--- src/rtl/ram_burst_master_if.sv ---
// Command, write-beat and read-beat streams between the codec datapath and the RAM burst master.
interface ram_burst_master_if #(
  parameter int LEN_W = 8
);
  logic             cmd_valid;
  logic             cmd_ready;
  logic             cmd_we;
  logic [17:0]      cmd_addr;
  logic [LEN_W-1:0] cmd_len;
  logic             cmd_err;

  logic             wr_valid;
  logic             wr_ready;
  logic [23:0]      wr_data;

  logic             rd_valid;
  logic             rd_ready;
  logic [23:0]      rd_data;
  logic             rd_last;

  modport master (
    output cmd_valid, cmd_we, cmd_addr, cmd_len,
    input  cmd_ready, cmd_err,
    output wr_valid, wr_data,
    input  wr_ready,
    input  rd_valid, rd_data, rd_last,
    output rd_ready
  );

  modport slave (
    input  cmd_valid, cmd_we, cmd_addr, cmd_len,
    output cmd_ready, cmd_err,
    input  wr_valid, wr_data,
    output wr_ready,
    output rd_valid, rd_data, rd_last,
    input  rd_ready
  );
endinterface

--- src/rtl/ram_burst_master.sv ---
// Burst initiator for the 24-bit image RAM: drives registered A/WE/OE/D, captures Q one
// cycle after each launch and returns read beats through a 2-entry valid/ready buffer.
module ram_burst_master #(
  parameter int ADDR_LIMIT = 4096,
  parameter int LEN_W      = 8
) (
  input  logic              CK,
  input  logic              RST,
  ram_burst_master_if.slave bus,
  output logic              busy,
  output logic [17:0]       A,
  output logic              WE,
  output logic              OE,
  output logic [23:0]       D,
  input  logic [23:0]       Q
);
  localparam logic [17:0] LIMIT     = 18'(ADDR_LIMIT);
  localparam logic [17:0] LAST_ADDR = 18'(ADDR_LIMIT - 1);

  typedef enum logic [1:0] {IDLE, WRITE, READ, DRAIN} state_t;
  state_t state, state_nxt;

  logic [17:0]      addr;
  logic [LEN_W-1:0] beats;
  logic             inflight;
  logic             inflight_last;
  logic [24:0]      buf_mem [2];
  logic             wptr;
  logic             rptr;
  logic [1:0]       count;
  logic             cmd_err_q;

  logic        cmd_ready;
  logic        wr_ready;
  logic        cmd_fire;
  logic        cmd_bad;
  logic        wr_fire;
  logic        launch;
  logic        drain_done;
  logic        rd_valid;
  logic        pop;
  logic [2:0]  occ_next;
  logic [17:0] addr_inc;
  logic [24:0] head;

  assign cmd_bad  = bus.cmd_addr >= LIMIT;
  assign rd_valid = count != 2'd0;
  assign pop      = rd_valid & bus.rd_ready;
  // Buffer occupancy once this cycle's pop and pending capture settle; a new launch
  // needs a free slot for its capture one cycle later.
  assign occ_next = {1'b0, count} + {2'b00, inflight} - {2'b00, pop};
  assign addr_inc = (addr == LAST_ADDR) ? 18'd0 : addr + 18'd1;
  assign head     = buf_mem[rptr];

  assign bus.cmd_ready = cmd_ready;
  assign bus.cmd_err   = cmd_err_q;
  assign bus.wr_ready  = wr_ready;
  assign bus.rd_valid  = rd_valid;
  assign bus.rd_data   = head[23:0];
  assign bus.rd_last   = rd_valid & head[24];
  assign busy          = state != IDLE;

  always_ff @(posedge CK) begin
    if (RST) state <= IDLE;
    else     state <= state_nxt;
  end

  always_comb begin
    state_nxt  = state;
    cmd_ready  = 1'b0;
    wr_ready   = 1'b0;
    cmd_fire   = 1'b0;
    wr_fire    = 1'b0;
    launch     = 1'b0;
    drain_done = 1'b0;
    case (state)
      IDLE: begin
        cmd_ready = 1'b1;
        cmd_fire  = bus.cmd_valid;
        if (cmd_fire && !cmd_bad) state_nxt = bus.cmd_we ? WRITE : READ;
      end
      WRITE: begin
        wr_ready = 1'b1;
        wr_fire  = bus.wr_valid;
        if (wr_fire && beats == '0) state_nxt = IDLE;
      end
      READ: begin
        launch = occ_next < 3'd2;
        if (launch && beats == '0) state_nxt = DRAIN;
      end
      DRAIN: begin
        if (!inflight && count == 2'd0) begin
          drain_done = 1'b1;
          state_nxt  = IDLE;
        end
      end
      default: state_nxt = IDLE;
    endcase
  end

  always_ff @(posedge CK) begin
    if (RST) begin
      A             <= '0;
      WE            <= 1'b0;
      OE            <= 1'b0;
      D             <= '0;
      addr          <= '0;
      beats         <= '0;
      inflight      <= 1'b0;
      inflight_last <= 1'b0;
      cmd_err_q     <= 1'b0;
      buf_mem[0]    <= '0;
      buf_mem[1]    <= '0;
      wptr          <= 1'b0;
      rptr          <= 1'b0;
      count         <= 2'd0;
    end else begin
      cmd_err_q <= cmd_fire & cmd_bad;
      WE        <= wr_fire;
      inflight  <= launch;
      if (cmd_fire && !cmd_bad) begin
        addr  <= bus.cmd_addr;
        beats <= bus.cmd_len;
      end
      if (wr_fire) begin
        A     <= addr;
        D     <= bus.wr_data;
        addr  <= addr_inc;
        beats <= beats - 1'b1;
      end
      if (launch) begin
        A             <= addr;
        OE            <= 1'b1;
        addr          <= addr_inc;
        beats         <= beats - 1'b1;
        inflight_last <= beats == '0;
      end
      if (drain_done) OE <= 1'b0;
      // Q belongs to the address launched on the previous edge.
      if (inflight) begin
        buf_mem[wptr] <= {inflight_last, Q};
        wptr          <= ~wptr;
      end
      if (pop) rptr <= ~rptr;
      count <= count + {1'b0, inflight} - {1'b0, pop};
    end
  end
endmodule
--- src/flat_wrapper.sv ---
// flat-port wrapper written by rule: the top's interface ports become plain ports
module ram_burst_master_flat 
#(
  parameter int ADDR_LIMIT = 4096,
  parameter int LEN_W      = 8
)
  (CK, RST, busy, A, WE, OE, D, Q, bus_cmd_valid, bus_cmd_we, bus_cmd_addr, bus_cmd_len, bus_cmd_ready, bus_cmd_err, bus_wr_valid, bus_wr_data, bus_wr_ready, bus_rd_valid, bus_rd_data, bus_rd_last, bus_rd_ready);
  ram_burst_master_if #(.LEN_W(LEN_W)) bus_i ();
  input  logic CK;
  input  logic RST;
  output logic busy;
  output logic [17:0] A;
  output logic WE;
  output logic OE;
  output logic [23:0] D;
  input  logic [23:0] Q;
  input wire logic [$bits(bus_i.cmd_valid)-1:0] bus_cmd_valid;
  input wire logic [$bits(bus_i.cmd_we)-1:0] bus_cmd_we;
  input wire logic [$bits(bus_i.cmd_addr)-1:0] bus_cmd_addr;
  input wire logic [$bits(bus_i.cmd_len)-1:0] bus_cmd_len;
  output wire logic [$bits(bus_i.cmd_ready)-1:0] bus_cmd_ready;
  output wire logic [$bits(bus_i.cmd_err)-1:0] bus_cmd_err;
  input wire logic [$bits(bus_i.wr_valid)-1:0] bus_wr_valid;
  input wire logic [$bits(bus_i.wr_data)-1:0] bus_wr_data;
  output wire logic [$bits(bus_i.wr_ready)-1:0] bus_wr_ready;
  output wire logic [$bits(bus_i.rd_valid)-1:0] bus_rd_valid;
  output wire logic [$bits(bus_i.rd_data)-1:0] bus_rd_data;
  output wire logic [$bits(bus_i.rd_last)-1:0] bus_rd_last;
  input wire logic [$bits(bus_i.rd_ready)-1:0] bus_rd_ready;
  assign bus_i.cmd_valid = bus_cmd_valid;
  assign bus_i.cmd_we = bus_cmd_we;
  assign bus_i.cmd_addr = bus_cmd_addr;
  assign bus_i.cmd_len = bus_cmd_len;
  assign bus_cmd_ready = bus_i.cmd_ready;
  assign bus_cmd_err = bus_i.cmd_err;
  assign bus_i.wr_valid = bus_wr_valid;
  assign bus_i.wr_data = bus_wr_data;
  assign bus_wr_ready = bus_i.wr_ready;
  assign bus_rd_valid = bus_i.rd_valid;
  assign bus_rd_data = bus_i.rd_data;
  assign bus_rd_last = bus_i.rd_last;
  assign bus_i.rd_ready = bus_rd_ready;
  ram_burst_master #(.ADDR_LIMIT(ADDR_LIMIT), .LEN_W(LEN_W)) u_core (.CK(CK), .RST(RST), .bus(bus_i), .busy(busy), .A(A), .WE(WE), .OE(OE), .D(D), .Q(Q));
endmodule
--- config.mk ---
export PLATFORM = sky130hd
export DESIGN_NAME = ram_burst_master_flat
export DESIGN_NICKNAME = d
export VERILOG_FILES = /design/src/rtl/ram_burst_master_if.sv /design/src/rtl/ram_burst_master.sv /design/src/flat_wrapper.sv
export SDC_FILE = /design/constraint.sdc
export NUM_CORES = 1
export LEC_CHECK = 0
export CAP_MARGIN = 20
export CORE_AREA = 2 2 110 112
export CTS_BUF_LIST = sky130_fd_sc_hd__clkbuf_8
export DETAILED_ROUTE_END_ITERATION = 6
export DIE_AREA = 0 0 112 114
export PLACE_DENSITY = 0.8
export SLEW_MARGIN = 25
export SYNTH_ARGS = -nofsm -noshare
export SYNTH_HDL_FRONTEND = slang
export SYNTH_SLANG_ARGS = --single-unit
--- constraint.sdc ---
create_clock -name CK -period 3.41 [get_ports CK]
set_clock_uncertainty 0.15 [all_clocks]
set_input_delay 0.5115 -clock CK [delete_from_list [all_inputs] [get_ports CK]]
set_output_delay 0.5115 -clock CK [all_outputs]
set_load 0.02 [all_outputs]
==> results.ini <==
[job]
drv_cap=0

[sta]
tns_ns=0
setup_viol=0
finalMaxSlewViolations=0
tightest_slew_ns=0.858
period_share=0.951
rsz0062_at_grt=no
slew_headroom=0.428
fin_crit_ns=3.24
timing.fmax_mhz=308
hold_slack_ns=0.308
hold_viol=0

[synthesis]
syn_inst=578
synth_top_family_by_area=simple AND/OR/NAND/NOR gates
syn-cell-area_um2=5650
synth-simple-area-share=0.211
synth_nets=664
seq_area_frac_synth=0.550
ys.flop_type=dfxtp_1
ys_types=54
synthAdderAreaFrac=0.0146
synth-edff-count=50
synth_compound_area_frac=0.123
synth_warnings=0
synth.avg_cell_area_um2=9.77
synthArstFlopShare=0
synth_mux_area_frac=0.0589
synth-xor-area-share=0.00776
synth_seq_cells=130

[global_routing]
gr-total-overflow=0
antenna_found_initial=0
groute.usage.overall=0.225
grt_max_degree=53
grt_first_pass_wirelength_um=23200
grt_pass1_vias=4907

[clocking]
postCtsSetupBuffers=0
cts_resized=0
clockBufferDepth=2
clk_pin_slew_ns=0.07
clock_sinks=130
clkLatencyLatePin_ns=0.44
cts_tree=yes
cts-hold-fix-buffers=0
cts_root_buf=clkbuf_8
cts_buffers=17
htreeDepth=4

[placed_design]
placed_cells=869
gp_congestion=0.918
dp_hpwl_um=9760
dpl-instance-area_um2=7430
port_buffers=153

[critical_path]
cp-end-kind=flop
path_class=input pin to flop
start_kind=input pin
worstPathMaxFanout=13
cp.required_ns=3.62
worstPathArrival_ns=3.45

[final_layout]
diodes=0
stdcell_area_um2=7870
fin_nets=827
fin_util=0.672
instances_no_fill=901
area_delta_synth_final_pct=39.3
drive_gt1_frac=0.125

[pwr]
power_density_nw_per_um2=476
total_leakage_power_nw=2.81
peakVddDrop_uv=344

[routing]
viasPerCell=5.41
vias=4873
firstDrtPassIters=4
routedWlPerCell_um=15.7
drt_wl_total_um=14100
drtAntennaViolNets=0
drtIter0Drc=278
drcViolationCount=0

[worst_hold_path]
hold_path_class=flop to flop

[floorplanning]
die_area_um2=12800
core-area_um2=11700
start_util=0.482
io_pins=154
fp.dieW_um=112
rows=40
die_h_um=114

[status]
outcome=completed

layout make-up:
cell class,count,area [um2]
Tap cell,147,184
Inverter,16,60.1
Timing Repair Buffer,178,1730
Sequential cell,130,3100
Multi-Input combinational cell,398,2360
Clock buffer,18,248
Fill cell,943,3840
Clock inverter,14,186
Yosys cell counts, types with 5 or more instances:
library cell	instances	area [um2]
nand2_1	108	405
dfxtp_1	80	1600
a21oi_1	63	315
and2_1	51	319
edfxtp_1	50	1500
nor2_1	30	113
mux2_2	26	293
clkbuf_1	25	93.8
o21ai_0	17	85.1
inv_1	16	60.1
nand3_1	10	50.1
a211oi_1	8	60.1
nor3_1	7	35.0
buf_2	6	30.0
and3_1	5	31.3
ha_1	5	62.6
nor4_1	5	31.3
final timing paths:
check                                           startpoint                           end  slack (ns)  cells after the start
worst max register to register  u_core.count[1]$_SDFF_PP0_  u_core.addr[17]$_SDFFE_PP0P_        0.23                     13
worst min register to register    u_core.D[5]$_SDFFE_PP0P_      u_core.D[5]$_SDFFE_PP0P_        0.31                      2
worst min-delay path              u_core.D[5]$_SDFFE_PP0P_      u_core.D[5]$_SDFFE_PP0P_        0.31                      2
worst max-delay path                          bus_rd_ready  u_core.addr[17]$_SDFFE_PP0P_        0.17                     13
flip-flops by register name (all words and copies together) (netlist names), named ones only:
name                  flops
u_core.wptr               1
u_core.OE                 1
u_core.beats              8
u_core.D                 24
u_core.rptr               1
u_core.inflight           1
u_core.buf_mem           50
u_core.WE                 1
u_core.state              2
u_core.addr              18
u_core.A                 18
u_core.bus.cmd_err        1
u_core.count              2
u_core.inflight_last      1
per-stage QoR:
step	setup WS [ns]	power [mW]
after floorplan	0.281	2.03
after global placement	-0.229	2.34
after detailed placement	-0.342	2.35
after CTS	0.0935	3.77
after global routing	0.0379	3.90
final	0.168	3.74
metal layers:
metal / part of all wire / global-route usage
met1: 0.42 / 0.273
met2: 0.51 / 0.394
met3: 0.060 / 0.0579
met4: 0.015 / 0.0740
met5: 0 / 0
report_power, final:
| group | switching (mW) | internal, mW |
|---|---|---|
| Clock | 0.618 | 0.812 |
| Sequential | 0.0213 | 1.65 |
| Combinational | 0.296 | 0.342 |
placed cells by master (no fill, tap or decap), types with 17 or more instances in the layout:
| cell type | n |
|---|---|
| a21oi_1 | 63 |
| clkbuf_8 | 18 |
| nor2_1 | 30 |
| clkdlybuf4s50_1 | 152 |
| o21ai_0 | 17 |
| nand2_1 | 108 |
| and2_1 | 51 |
| edfxtp_1 | 50 |
| dfxtp_1 | 80 |
| buf_4 | 24 |
| mux2_2 | 26 |
kinds of logic (layout without fill, tap and decap cells):
logic type,count (synthesis),count (layout)
AO/OA/AOI/OAI,116,116
AND/OR/NAND/NOR,241,241
adder cells (fa/ha/maj),6,6
XOR/XNOR,5,5
multiplexers,30,30
flip-flops,130,130
buffers and inverters,50,226
critical path, stage by stage:
cell and delay, ns:
clkdlybuf4s50_1 0.40, nor2b_2 0.17, ha_1 0.27, inv_1 0.04
ha_1 0.18, fa_1 0.46, or3b_1 0.39, o21a_2 0.27
buf_4 0.20, a211oi_2 0.18, buf_4 0.17, nand3b_1 0.08
mux2i_1 0.13
No activity file was read; power rests on OpenSTA's default activity.
